`src/rtl/tx_pkg.sv`:
```
// Shared definitions for the TX burst sequencer.
//   tx_seq_state_t : sequencer state encoding. PREAMBLE is present only when
//                    TX_SEQ_PREAMBLE_EN is defined.
//   PHASE_W        : width of the sample-phase counter and the o_phase port.
//   *_DEF          : default values for the sequencer parameters.
package tx_pkg;

  localparam int unsigned PHASE_W          = 3;
  localparam int unsigned OS_FACTOR_DEF    = 4;
  localparam int unsigned PREAMBLE_LEN_DEF = 8;
  localparam int unsigned FLUSH_CYC_DEF    = 8;

  typedef enum logic [2:0] {
    IDLE     = 3'd0,
    SEED     = 3'd1,
`ifdef TX_SEQ_PREAMBLE_EN
    PREAMBLE = 3'd2,
`endif
    RUN      = 3'd3,
    FLUSH    = 3'd4
  } tx_seq_state_t;

endpackage

```
`src/rtl/tx_sequencer_sym_timer.sv`:
```
// Symbol timer: sample-phase counter with symbol start/end strobes.
// Ports:
//   clock     : rising-edge clock
//   reset     : synchronous active-high reset, phase -> 0
//   enable    : advance the phase one step per clock
//   clear     : hold the phase at 0 (takes priority over enable)
//   phase     : current sample phase, 0..OS_FACTOR-1
//   sym_start : enable && phase == 0 (first sample of a symbol)
//   sym_last  : enable && phase == OS_FACTOR-1 (last sample of a symbol)
module sym_timer
  import tx_pkg::*;
#(
  parameter int unsigned OS_FACTOR = OS_FACTOR_DEF
) (
  input  logic               clock,
  input  logic               reset,
  input  logic               enable,
  input  logic               clear,
  output logic [PHASE_W-1:0] phase,
  output logic               sym_start,
  output logic               sym_last
);

  localparam logic [PHASE_W-1:0] PHASE_LAST = PHASE_W'(OS_FACTOR - 1);

  always_ff @(posedge clock) begin
    if (reset || clear) begin
      phase <= '0;
    end else if (enable) begin
      phase <= (phase == PHASE_LAST) ? '0 : phase + 1'b1;
    end
  end

  assign sym_start = enable && (phase == '0);
  assign sym_last  = enable && (phase == PHASE_LAST);

endmodule

```
`src/rtl/tx_sequencer.sv`:
```
// TX burst sequencer: drives the PRBS generator and the upconverter symbol
// strobe through SEED, optional PREAMBLE, RUN and FLUSH phases of a burst.
// Optional feature macro: TX_SEQ_PREAMBLE_EN (adds the PREAMBLE state and the
// PREAMBLE_LEN parameter; without it o_preamble is tied low).
// Ports:
//   clock          : rising-edge clock
//   i_reset        : synchronous active-high reset
//   i_start        : level request to start a burst (sampled in IDLE only)
//   i_stop         : level request to abort a burst (wins over i_start)
//   i_burst_len    : payload symbols in the burst
//   o_busy         : state is not IDLE
//   o_done         : one-clock pulse on the first IDLE cycle after FLUSH
//   o_prbs_reset   : PRBS seed/reset
//   o_prbs_enable  : PRBS advance, one per payload symbol
//   o_sym_valid    : symbol strobe
//   o_phase        : sample phase within the symbol
//   o_preamble     : marks preamble symbols
module tx_sequencer
  import tx_pkg::*;
#(
  parameter int unsigned OS_FACTOR    = OS_FACTOR_DEF,
  parameter int unsigned BURST_W      = 16,
`ifdef TX_SEQ_PREAMBLE_EN
  parameter int unsigned PREAMBLE_LEN = PREAMBLE_LEN_DEF,
`endif
  parameter int unsigned FLUSH_CYC    = FLUSH_CYC_DEF
) (
  input  logic               clock,
  input  logic               i_reset,
  input  logic               i_start,
  input  logic               i_stop,
  input  logic [BURST_W-1:0] i_burst_len,
  output logic               o_busy,
  output logic               o_done,
  output logic               o_prbs_reset,
  output logic               o_prbs_enable,
  output logic               o_sym_valid,
  output logic [PHASE_W-1:0] o_phase,
  output logic               o_preamble
);

  localparam int unsigned FLUSH_W = $clog2(FLUSH_CYC + 1);
`ifdef TX_SEQ_PREAMBLE_EN
  localparam int unsigned PRE_W   = $clog2(PREAMBLE_LEN + 1);
`endif

  tx_seq_state_t      state;
  logic [BURST_W-1:0] sym_cnt;
  logic [FLUSH_W-1:0] flush_cnt;
`ifdef TX_SEQ_PREAMBLE_EN
  logic [PRE_W-1:0]   pre_cnt;
`endif
  logic               stop_latch;
  logic               done_pend;

  logic               sym_active;
  logic               stop_req;
  logic [PHASE_W-1:0] phase;
  logic               sym_start;
  logic               sym_last;

`ifdef TX_SEQ_PREAMBLE_EN
  assign sym_active = (state == PREAMBLE) || (state == RUN);
`else
  assign sym_active = (state == RUN);
`endif

  // A stop seen at any sample of a symbol is held until that symbol ends.
  assign stop_req = stop_latch || i_stop;

  sym_timer #(
    .OS_FACTOR (OS_FACTOR)
  ) u_sym_timer (
    .clock     (clock),
    .reset     (i_reset),
    .enable    (sym_active),
    .clear     (!sym_active),
    .phase     (phase),
    .sym_start (sym_start),
    .sym_last  (sym_last)
  );

`ifndef TX_SEQ_PREAMBLE_EN
  assign o_preamble = 1'b0;
`endif

  // Outputs are registered from the state held during the current clock, so
  // they appear one clock after the corresponding state is entered.
  always_ff @(posedge clock) begin
    if (i_reset) begin
      state         <= IDLE;
      sym_cnt       <= '0;
      flush_cnt     <= '0;
`ifdef TX_SEQ_PREAMBLE_EN
      pre_cnt       <= '0;
      o_preamble    <= 1'b0;
`endif
      stop_latch    <= 1'b0;
      done_pend     <= 1'b0;
      o_busy        <= 1'b0;
      o_done        <= 1'b0;
      o_prbs_reset  <= 1'b1;
      o_prbs_enable <= 1'b0;
      o_sym_valid   <= 1'b0;
      o_phase       <= '0;
    end else begin
      o_busy        <= (state != IDLE);
      o_done        <= done_pend;
      o_prbs_reset  <= (state == SEED);
      o_prbs_enable <= sym_start && (state == RUN);
      o_sym_valid   <= sym_start;
      o_phase       <= phase;
`ifdef TX_SEQ_PREAMBLE_EN
      o_preamble    <= (state == PREAMBLE);
`endif
      done_pend     <= 1'b0;

      case (state)
        IDLE: begin
          stop_latch <= 1'b0;
          // Length is captured on the accepting edge so the value checked
          // for zero is the value that gets counted.
          if (i_start && !i_stop && (i_burst_len != '0)) begin
            sym_cnt <= i_burst_len;
            state   <= SEED;
          end
        end

        SEED: begin
          stop_latch <= 1'b0;
`ifdef TX_SEQ_PREAMBLE_EN
          pre_cnt    <= PRE_W'(PREAMBLE_LEN - 1);
          state      <= PREAMBLE;
`else
          state      <= RUN;
`endif
        end

`ifdef TX_SEQ_PREAMBLE_EN
        PREAMBLE: begin
          stop_latch <= stop_req;
          if (sym_last) begin
            if (stop_req) begin
              stop_latch <= 1'b0;
              flush_cnt  <= FLUSH_W'(FLUSH_CYC - 1);
              state      <= FLUSH;
            end else if (pre_cnt == '0) begin
              state <= RUN;
            end else begin
              pre_cnt <= pre_cnt - 1'b1;
            end
          end
        end
`endif

        RUN: begin
          stop_latch <= stop_req;
          if (sym_start && (sym_cnt != '0)) begin
            sym_cnt <= sym_cnt - 1'b1;
          end
          if (sym_last && (stop_req || (sym_cnt == '0))) begin
            stop_latch <= 1'b0;
            flush_cnt  <= FLUSH_W'(FLUSH_CYC - 1);
            state      <= FLUSH;
          end
        end

        FLUSH: begin
          stop_latch <= 1'b0;
          if (flush_cnt == '0) begin
            done_pend <= 1'b1;
            state     <= IDLE;
          end else begin
            flush_cnt <= flush_cnt - 1'b1;
          end
        end

        default: begin
          state <= IDLE;
        end
      endcase
    end
  end

endmodule

```
`config.mk`:
```
export PLATFORM = sky130hd
export DESIGN_NAME = tx_sequencer
export DESIGN_NICKNAME = d
export VERILOG_FILES = /design/src/rtl/tx_pkg.sv /design/src/rtl/tx_sequencer_sym_timer.sv /design/src/rtl/tx_sequencer.sv
export SDC_FILE = /design/constraint.sdc
export NUM_CORES = 1
export LEC_CHECK = 0
export CAP_MARGIN = 20
export CORE_MARGIN = 3
export CORE_UTILIZATION = 53
export CTS_CLUSTER_SIZE = 30
export DETAILED_ROUTE_END_ITERATION = 8
export GPL_TIMING_DRIVEN = 1
export HOLD_SLACK_MARGIN = 0.06
export PLACE_DENSITY = 0.79
export SETUP_SLACK_MARGIN = 0.15
export SYNTH_ARGS = -nofsm -noshare
export SYNTH_HDL_FRONTEND = slang
export SYNTH_SLANG_ARGS = --single-unit
```
`constraint.sdc`:
```
create_clock -name clock -period 2.6 [get_ports clock]
set_input_delay 0.26 -clock clock [delete_from_list [all_inputs] [get_ports clock]]
set_output_delay 0.26 -clock clock [all_outputs]
set_load 0.03 [all_outputs]
```
=== After elaboration in Yosys (flattened, before gate mapping) ===
Cells that the tools add are included.

* Register bits after elaboration: 36
* Input port bits: 20
* Output and inout bits: 9
* Word-level logic and storage cells: 66

* Add/subtract/negate cells: 3
* Eq/ne operators: 9
* Muxes and demuxes: 14
* Bitwise gates (word level): 1
* Reduce and logical (&&, ||, !) cells: 27

{| class="wikitable"
|+ Operator list
! operator !! number
|-
| 2-to-1 mux 16 bit || 2
|-
| case mux 16 bit (2 select lines) || 1
|-
| nonzero test 16 bit || 2
|-
| zero test 16 bit || 1
|-
| subtractor 16 x 1 -> 16 bit (second input constant) || 1
|-
| 2-to-1 mux 3 bit || 4
|-
| case mux 3 bit (4 select lines) || 1
|-
| AND reduction 3 bit || 3
|-
| 2-to-1 mux 4 bit || 2
|-
| case mux 4 bit (2 select lines) || 1
|-
| logical AND 1 bit || 7
|-
| equality test 3 x 2 -> 1 bit (second input constant) || 2
|-
| zero test 3 bit || 2
|-
| != test 2 bit (second input constant) || 3
|-
| nonzero test 2 bit || 3
|-
| zero test 4 bit || 1
|-
| != test 2 x 1 -> 1 bit (second input constant) || 2
|-
| subtractor 4 x 1 -> 4 bit (second input constant) || 1
|-
| adder 3 x 1 -> 3 bit (second input constant) || 1
|-
| equality test 3 x 1 -> 1 bit (second input constant) || 1
|-
| equality test 3 bit (second input constant) || 1
|-
| logical OR 1 bit || 3
|-
| nonzero test 3 bit || 1
|-
| OR reduction 3 bit || 1
|-
| 5 further kinds || 7
|}

=== Longest topological paths before layout ===
Gate-level depths: netlist (run 1).

* Word-level depth: 5
* Mapped depth: 8
* Depth with buffers taken out: 7

=== By module ===
From an unflattened synthesis (run 1), not the netlist that was laid out.

* Cell total of the unflattened synthesis: 247
* Area, all modules: 2004.4 µm²

{| class="wikitable"
|+ By module, submodules not included
! module !! instances !! cells each !! area an instance (µm²) !! seq. area each (µm²)
|-
| tx_sequencer || 1 || 232 || 1848.0 || 660.6
|-
| sym_timer || 1 || 15 || 156.4 || 60.1
|}

=== Worst setup path after synthesis (run 1) ===
Ideal clock, no wire load.

* Path kind: reg2reg
* From: register sym_cnt[0]
* To: register sym_cnt[3]
* Library setup time: 69 ps
* Data arrival time: 1790 ps
* Required time: 2531 ps
* Setup slack: 741 ps
* Stages on the path, launching flop included: 9
* Cells stage by stage: dfxtp_1 > inv_1 > ha_1 > nor4b_4 > nand4b_4 > a22oi_4 > buf_6 > o21ai_1 > a21oi_2

* Longest elaborated chain between the ends: 4

{| class="wikitable"
|+ RTL lines
! what !! RTL line !! source
|-
| from (decl) || tx_sequencer.sv:48 || <nowiki>logic [BURST_W-1:0] sym_cnt;</nowiki>
|-
| from (signal assigned) || tx_sequencer.sv:124 || <nowiki>sym_cnt <= i_burst_len;</nowiki>
|-
| from (signal assigned) || tx_sequencer.sv:159 || <nowiki>sym_cnt <= sym_cnt - 1'b1;</nowiki>
|-
| branches (longest 4 deep; another with subtractor 16 x 1 -> 16 bit) || - ||
|}

Several ways; the timed one is not identified. The select of a mux whose other input is x is not followed.
A chain may end at the register's enable or synchronous reset.

=== Worst setup path in the final report (run 1) ===
* From: register sym_cnt[0]
* To: register sym_cnt[12]

Same word-level chain as after synthesis.

==> reports/results.txt, run 1 <==
Mapped Nets - 260
Total power draw - 1.14 mW
WS Path Type - flop to flop
Design area - 2270 sq um
Internal - 0.778 mW
Layout Nets - 286
Ports - 29
Die Y - 66.1 um
Gate power share - 20.6%
Flops & latches, synth - 36
Net Sw Frac - 31.5%
Ys async rst share - 0%
Drt total wl - 4130 um
Dpl cells - 301
Overall routing resource usage - 20.7%
DR vias - 1765
Worst r2r dst - sym_cnt[12]
Post-layout util - 66.5%
Routed Antenna Nets - 0
Cell count after synthesis - 236
Critical path arrival - 2390 ps
CTS sink count - 36
Min-delay src - done_pend
Min-Delay Endpoint - o_done
Initial antenna violation count - 0
Post-placement cell area - 2210 sq um
Seq pwr share - 52.4%
HP Class - flop to flop
Area grow syn2layout - 18.5%
Setup TNS - 0 ps
Clock Latency Late Sink - 360 ps
Final non-filler cell total - 309
Post-synth EDFFs - 0
Hold_buf cts - 0
Clk buf depth - 2
DR WL/cell - 13.4 um
Std-Cell Rows - 21
Fin crit period - 2090 ps
Most common cell after layout, fill and taps aside - dfxtp_1
Reg2Reg Depth - 7
P_leak - 0.840 nW
CTS tree - built
First-pass DRT Iterations - 4
Post-CTS setup buffers - 0
Final Hold Vio Count - 0
DR iter-0 viols - 162
Remaining global-route overflow - 0
FF-to-FF setup slack - 510 ps
Die X - 66.1 um
CTS H-tree lvls - 2
Post-Route Skew - 18.1 ps
Clk root buf - clkbuf_4
Share of layout cells above drive strength 1 - 9.89%
Maximum clock frequency - 479 MHz
Most frequent cells in the layout - dfxtp_1, nand2_1, clkdlybuf4s50_1, a21oi_1, nor2_1
Clock share of power - 27.0%
Final slew viol count - 0
Starting Density - 56.1%
Reg clk slew, reported paths - 120 ps
Setup-failing EPs final - 0
Number of global-route vias before repair - 1636
Post-synth design cell area - 1920 sq um
# DRC - 0
Pwr dens - 500 nW/um^2
Reg-to-reg critical path startpoint - sym_cnt[0]
P_sw - 0.357 mW
Global-route wire length before repair - 7080 um
Most used DFF post-synth - dfxtp_1
Yosys warnings - 0
Placer congestion estimate - 0.873
CP endpoint kind - flop
Vias per cell - 5.71
Area of the die - 4370 sq um
Final Cycle Share - 80.3%
Sequential area share after synthesis - 37.6%
Resized Gates After CTS - 0
Worst Path Max Fanout - 16
Synthesized area per cell - 8.12 sq um
Largest net degree at the start of global routing - 23
Core Region - 3420 sq um
Library cells used by synthesis - 50
Slew headroom - 61.8%
Unrepaired setup endpoints after global routing - no
Hold Path Depth - 1
Final HPWL DP - 3030 um
CTS buffer count - 5
PortBufs - 27
Worst IR Drop VDD - 0.383 mV
Worst-Margin Slew - 574 ps
ANT cells - 0
Critical Path Start Type - flop
Req. time, crit path - 2900 ps
Max-Cap Viols - 0
Outcome - completed
Fillers - 306
[final cells by class]
class / count / area [sq um] / share of cell area [%]
multi-input combinational: 177 / 1090 / 48.0
clock buffer: 5 / 37.5 / 1.65
inverter: 10 / 37.5 / 1.65
timing repair buffer: 32 / 308 / 13.6
clock inverter: 3 / 18.8 / 0.826
sequential: 36 / 721 / 31.7
tap: 46 / 57.6 / 2.53
[sequential cells by signal, indices dropped and copies added, names as in the netlist]
register and count:
u_sym_timer.phase 3, o_prbs_reset 1, stop_latch 1, done_pend 1
o_done 1, o_prbs_enable 1, flush_cnt 4, o_busy 1
sym_cnt 16, state 3, o_sym_valid 1, o_phase 3
[cell usage after synthesis, types with 3 or more instances]
cell      count  area (sq um)
nor4_1        7          43.8
a21oi_2       4          35.0
nand3_1       5          25.0
or3_1         3          18.8
inv_1        10          37.5
dfxtp_1      36           721
o21ai_1       9          45.0
nand2b_1      7          43.8
nand4_1       3          18.8
clkbuf_1      9          33.8
a21oi_1      21           105
o21ai_0       7          35.0
nor2_1       18          67.6
nor3_1       11          55.1
nor3b_1       3          22.5
nand2_1      32           120
ha_1          4          50.1
a31oi_1       5          31.3
a311oi_1      3          26.3
[cells by family after synthesis]
kind of cell,share of synthesized area [%]
adder cells (fa/ha/maj),2.61
multiplexers,0.587
flip-flops,37.6
AO/OA/AOI/OAI,24.5
XOR/XNOR,0.457
other,0.196
AND/OR/NAND/NOR,28.6
buffers and inverters,5.48
[through the flow]
stage / worst slack (ps) / hold WS [ps]
after floorplan: 741 / 400
after global placement: 436 / 443
after detailed placement: 375 / 435
after CTS: 513 / 466
after global routing: 351 / 487
final: 513 / 463
[worst max-delay path by stage]
stage,cells after the start,startpoint,endpoint,slack [ps]
detailed placement,6,i_stop,sym_cnt[6],370
floorplan,8,sym_cnt[0],sym_cnt[3],740
CTS,7,sym_cnt[0],sym_cnt[3],510
global placement,6,i_burst_len[11],sym_cnt[14],440
global route,7,sym_cnt[0],sym_cnt[15],350
finish,7,sym_cnt[0],sym_cnt[12],510
[power by group through the flow]
stage	clock [mW]	sequential (mW)	combinational [mW]
2_1_floorplan	0	0.606	0.162
3_3_place_gp	0	0.607	0.230
3_5_place_dp	0	0.608	0.232
4_1_cts	0.315	0.595	0.233
5_1_grt	0.331	0.599	0.258
6_report	0.307	0.596	0.234
[layer usage]
layer	GRT usage, %	wire length, um
met5	0	0
met4	9.14	60
met3	4.42	243
met2	33.6	1920
met1	26.2	1910
[worst max-delay path: stages, from the launching register on]
cell	delay (ps)
dfxtp_1	350
inv_1	90
ha_1	220
nor4b_4	320
nand4b_4	190
a22o_1	480
a21bo_1	250
a21oi_1	130
(Power assumes the default switching activity.)
==> inputs of run 2 (changes only) <==
clock period = 2.1 ns   (was 2.6 ns; I/O delays follow)
==> run 2 against run 1 <==
Against the previous run: maximum frequency is 11% higher; core utilization up 2.7 points; critical path depth up 1; die area unchanged; power increased by 23%; design area increased by 4.0%; global-route usage rose by 0.099 points; count of clock-buffer cells in the layout grew 1; wire length up 5.2%; sequential power is 23% higher; clock power is 11% higher; largest power group unchanged.
==> reports/results.txt, run 2 (same netlist as run 1, synthesis figures left out) <==
Initial antenna violation count - 0 (unchanged)
Vias per cell - 5.78 (was 5.71)
Final Cycle Share - 89.4% (was 80.3%)
Dpl cells - 305 (was 301)
CTS buffer count - 5 (unchanged)
DR iter-0 viols - 92 (was 162)
WS Path Type - flop to flop (unchanged)
Share of layout cells above drive strength 1 - 13.8% (was 9.89%)
Maximum clock frequency - 532 MHz (was 479 MHz)
Clk root buf - clkbuf_4 (unchanged)
Req. time, crit path - 2360 ps (was 2900 ps)
Clock Latency Late Sink - 330 ps (was 360 ps)
Final HPWL DP - 3170 um (was 3030 um)
Layout Nets - 292 (was 286)
CTS H-tree lvls - 2 (unchanged)
Final non-filler cell total - 314 (was 309)
Critical path arrival - 2140 ps (was 2390 ps)
Outcome - completed (unchanged)
Largest registers - sym_cnt (16), flush_cnt (4) (unchanged)
FF-to-FF setup slack - 220 ps (was 510 ps)
Fin crit period - 1880 ps (was 2090 ps)
Remaining global-route overflow - 0 (unchanged)
Pwr dens - 594 nW/um^2 (was 500 nW/um^2)
# DRC - 0 (unchanged)
Starting Density - 56.1% (unchanged)
Max FFs per register - 16 (unchanged)
Overall routing resource usage - 20.8% (was 20.7%)
Critical Path Start - sym_cnt[1] (was sym_cnt[0])
CP endpoint kind - flop (unchanged)
Std-Cell Rows - 21 (unchanged)
Worst IR Drop VDD - 0.363 mV (was 0.383 mV)
Drt total wl - 4350 um (was 4130 um)
Placer congestion estimate - 0.920 (was 0.873)
Most frequent cells in the layout - dfxtp_1, nand2_1, clkdlybuf4s50_1, a21oi_1, nor2_1 (unchanged)
P_leak - 0.883 nW (was 0.840 nW)
HP Class - flop to flop (unchanged)
CTS tree - built (unchanged)
Number of global-route vias before repair - 1602 (was 1636)
Min-delay src - u_sym_timer.phase[0] (was done_pend)
Core Region - 3420 sq um (unchanged)
Hold_buf cts - 0 (unchanged)
Post-Route Skew - 14.2 ps (was 18.1 ps)
Max-Cap Viols - 0 (unchanged)
First-pass DRT Iterations - 5 (was 4)
Global-route wire length before repair - 7140 um (was 7080 um)
DR WL/cell - 13.8 um (was 13.4 um)
Total power draw - 1.40 mW (was 1.14 mW)
PortBufs - 27 (unchanged)
Die X - 66.1 um (unchanged)
Worst Path Max Fanout - 4 (was 16)
DR vias - 1815 (was 1765)
Ports - 29 (unchanged)
Unrepaired setup endpoints after global routing - yes (was no)
ANT cells - 0 (unchanged)
Area grow syn2layout - 23.2% (was 18.5%)
Largest net degree at the start of global routing - 37 (was 23)
CTS sink count - 36 (unchanged)
Register name with the most flops - sym_cnt (unchanged)
Fillers - 293 (was 306)
Die Y - 66.1 um (unchanged)
Critical Path Start Type - flop (unchanged)
Most common cell after layout, fill and taps aside - dfxtp_1 (unchanged)
Final slew viol count - 0 (unchanged)
Area of the die - 4370 sq um (unchanged)
Final Hold Vio Count - 0 (unchanged)
Reg clk slew, reported paths - 110 ps (was 120 ps)
Clk buf depth - 2 (unchanged)
Routed Antenna Nets - 0 (unchanged)
Setup-failing EPs final - 0 (unchanged)
Reg-to-reg critical path startpoint - sym_cnt[1] (was sym_cnt[0])
run 2: changes by cell type in the layout (fill, tap and decap cells not counted), moves of 2 or more:
cell / before / now
a21oi_2: 4 / 6
a21oi_1: 21 / 19
buf_4: 5 / 9
dfxtp_1: 36 / 34
dfxtp_2: 0 / 2
buf_12: 0 / 2
run 2: layout make-up:
cell class | instances | area [sq um] | area share (%)
clock inverters | 1 | 5.00 | 0.212
clock buffers | 6 | 41.3 | 1.75
flip-flops and latches | 36 | 723 | 30.6
well taps | 46 | 57.6 | 2.44
multi-input cells | 177 | 1120 | 47.4
inverters | 10 | 37.5 | 1.59
repair buffers | 38 | 378 | 16.0
run 2: path summary, 6_finish.rpt:
path / end / cells past startpoint
max: sym_cnt[14] / 8
min: u_sym_timer.phase[0] / 1
max reg2reg: sym_cnt[14] / 8
min reg2reg: u_sym_timer.phase[0] / 1
run 2: critical path, stage by stage, from the launching register on:
cell and delay (ps):
dfxtp_2 350, inv_1 90, ha_4 150, nor4b_4 290
buf_4 200, nand4_1 110, xor2_1 170, a211o_1 300
a21oi_2 130
run 2: where the power goes:
| group | internal, mW | leakage (nW) | total (mW) | switching, mW |
|---|---|---|---|---|
| registers | 0.708 | 0.293 | 0.735 | 0.0273 |
| logic | 0.151 | 0.561 | 0.327 | 0.176 |
| clock network | 0.123 | 0.0281 | 0.340 | 0.217 |
| total | 0.982 | 0.883 | 1.40 | 0.420 |
run 2: repair_timing:
item,in CTS,in global routing
gates cloned,0,0
setup buffers,1,1
setup endpoints to repair,14,19
resized for setup,3,6
run 2: per-stage QoR:
step	setup TNS, ps	instance area, sq um	util, %	hold slack (ps)	setup slack [ps]
2_1_floorplan	0	1920	-	350	241
3_3_place_gp	-116	2270	66.4	446	-56.9
3_5_place_dp	-147	2270	66.4	446	-71.2
4_1_cts	0	2330	68.4	463	170
5_1_grt	0	2360	69.2	482	125
6_report	0	2360	69.2	457	222
run 2: per-layer routing:
layer	share of wire [%]	global-route usage [%]	vias to the layer above
li1	-	-	918
met1	47	27.0	849
met2	47	34.7	41
met3	5.2	4.08	7
met4	1.1	6.09	0
met5	0	0	-
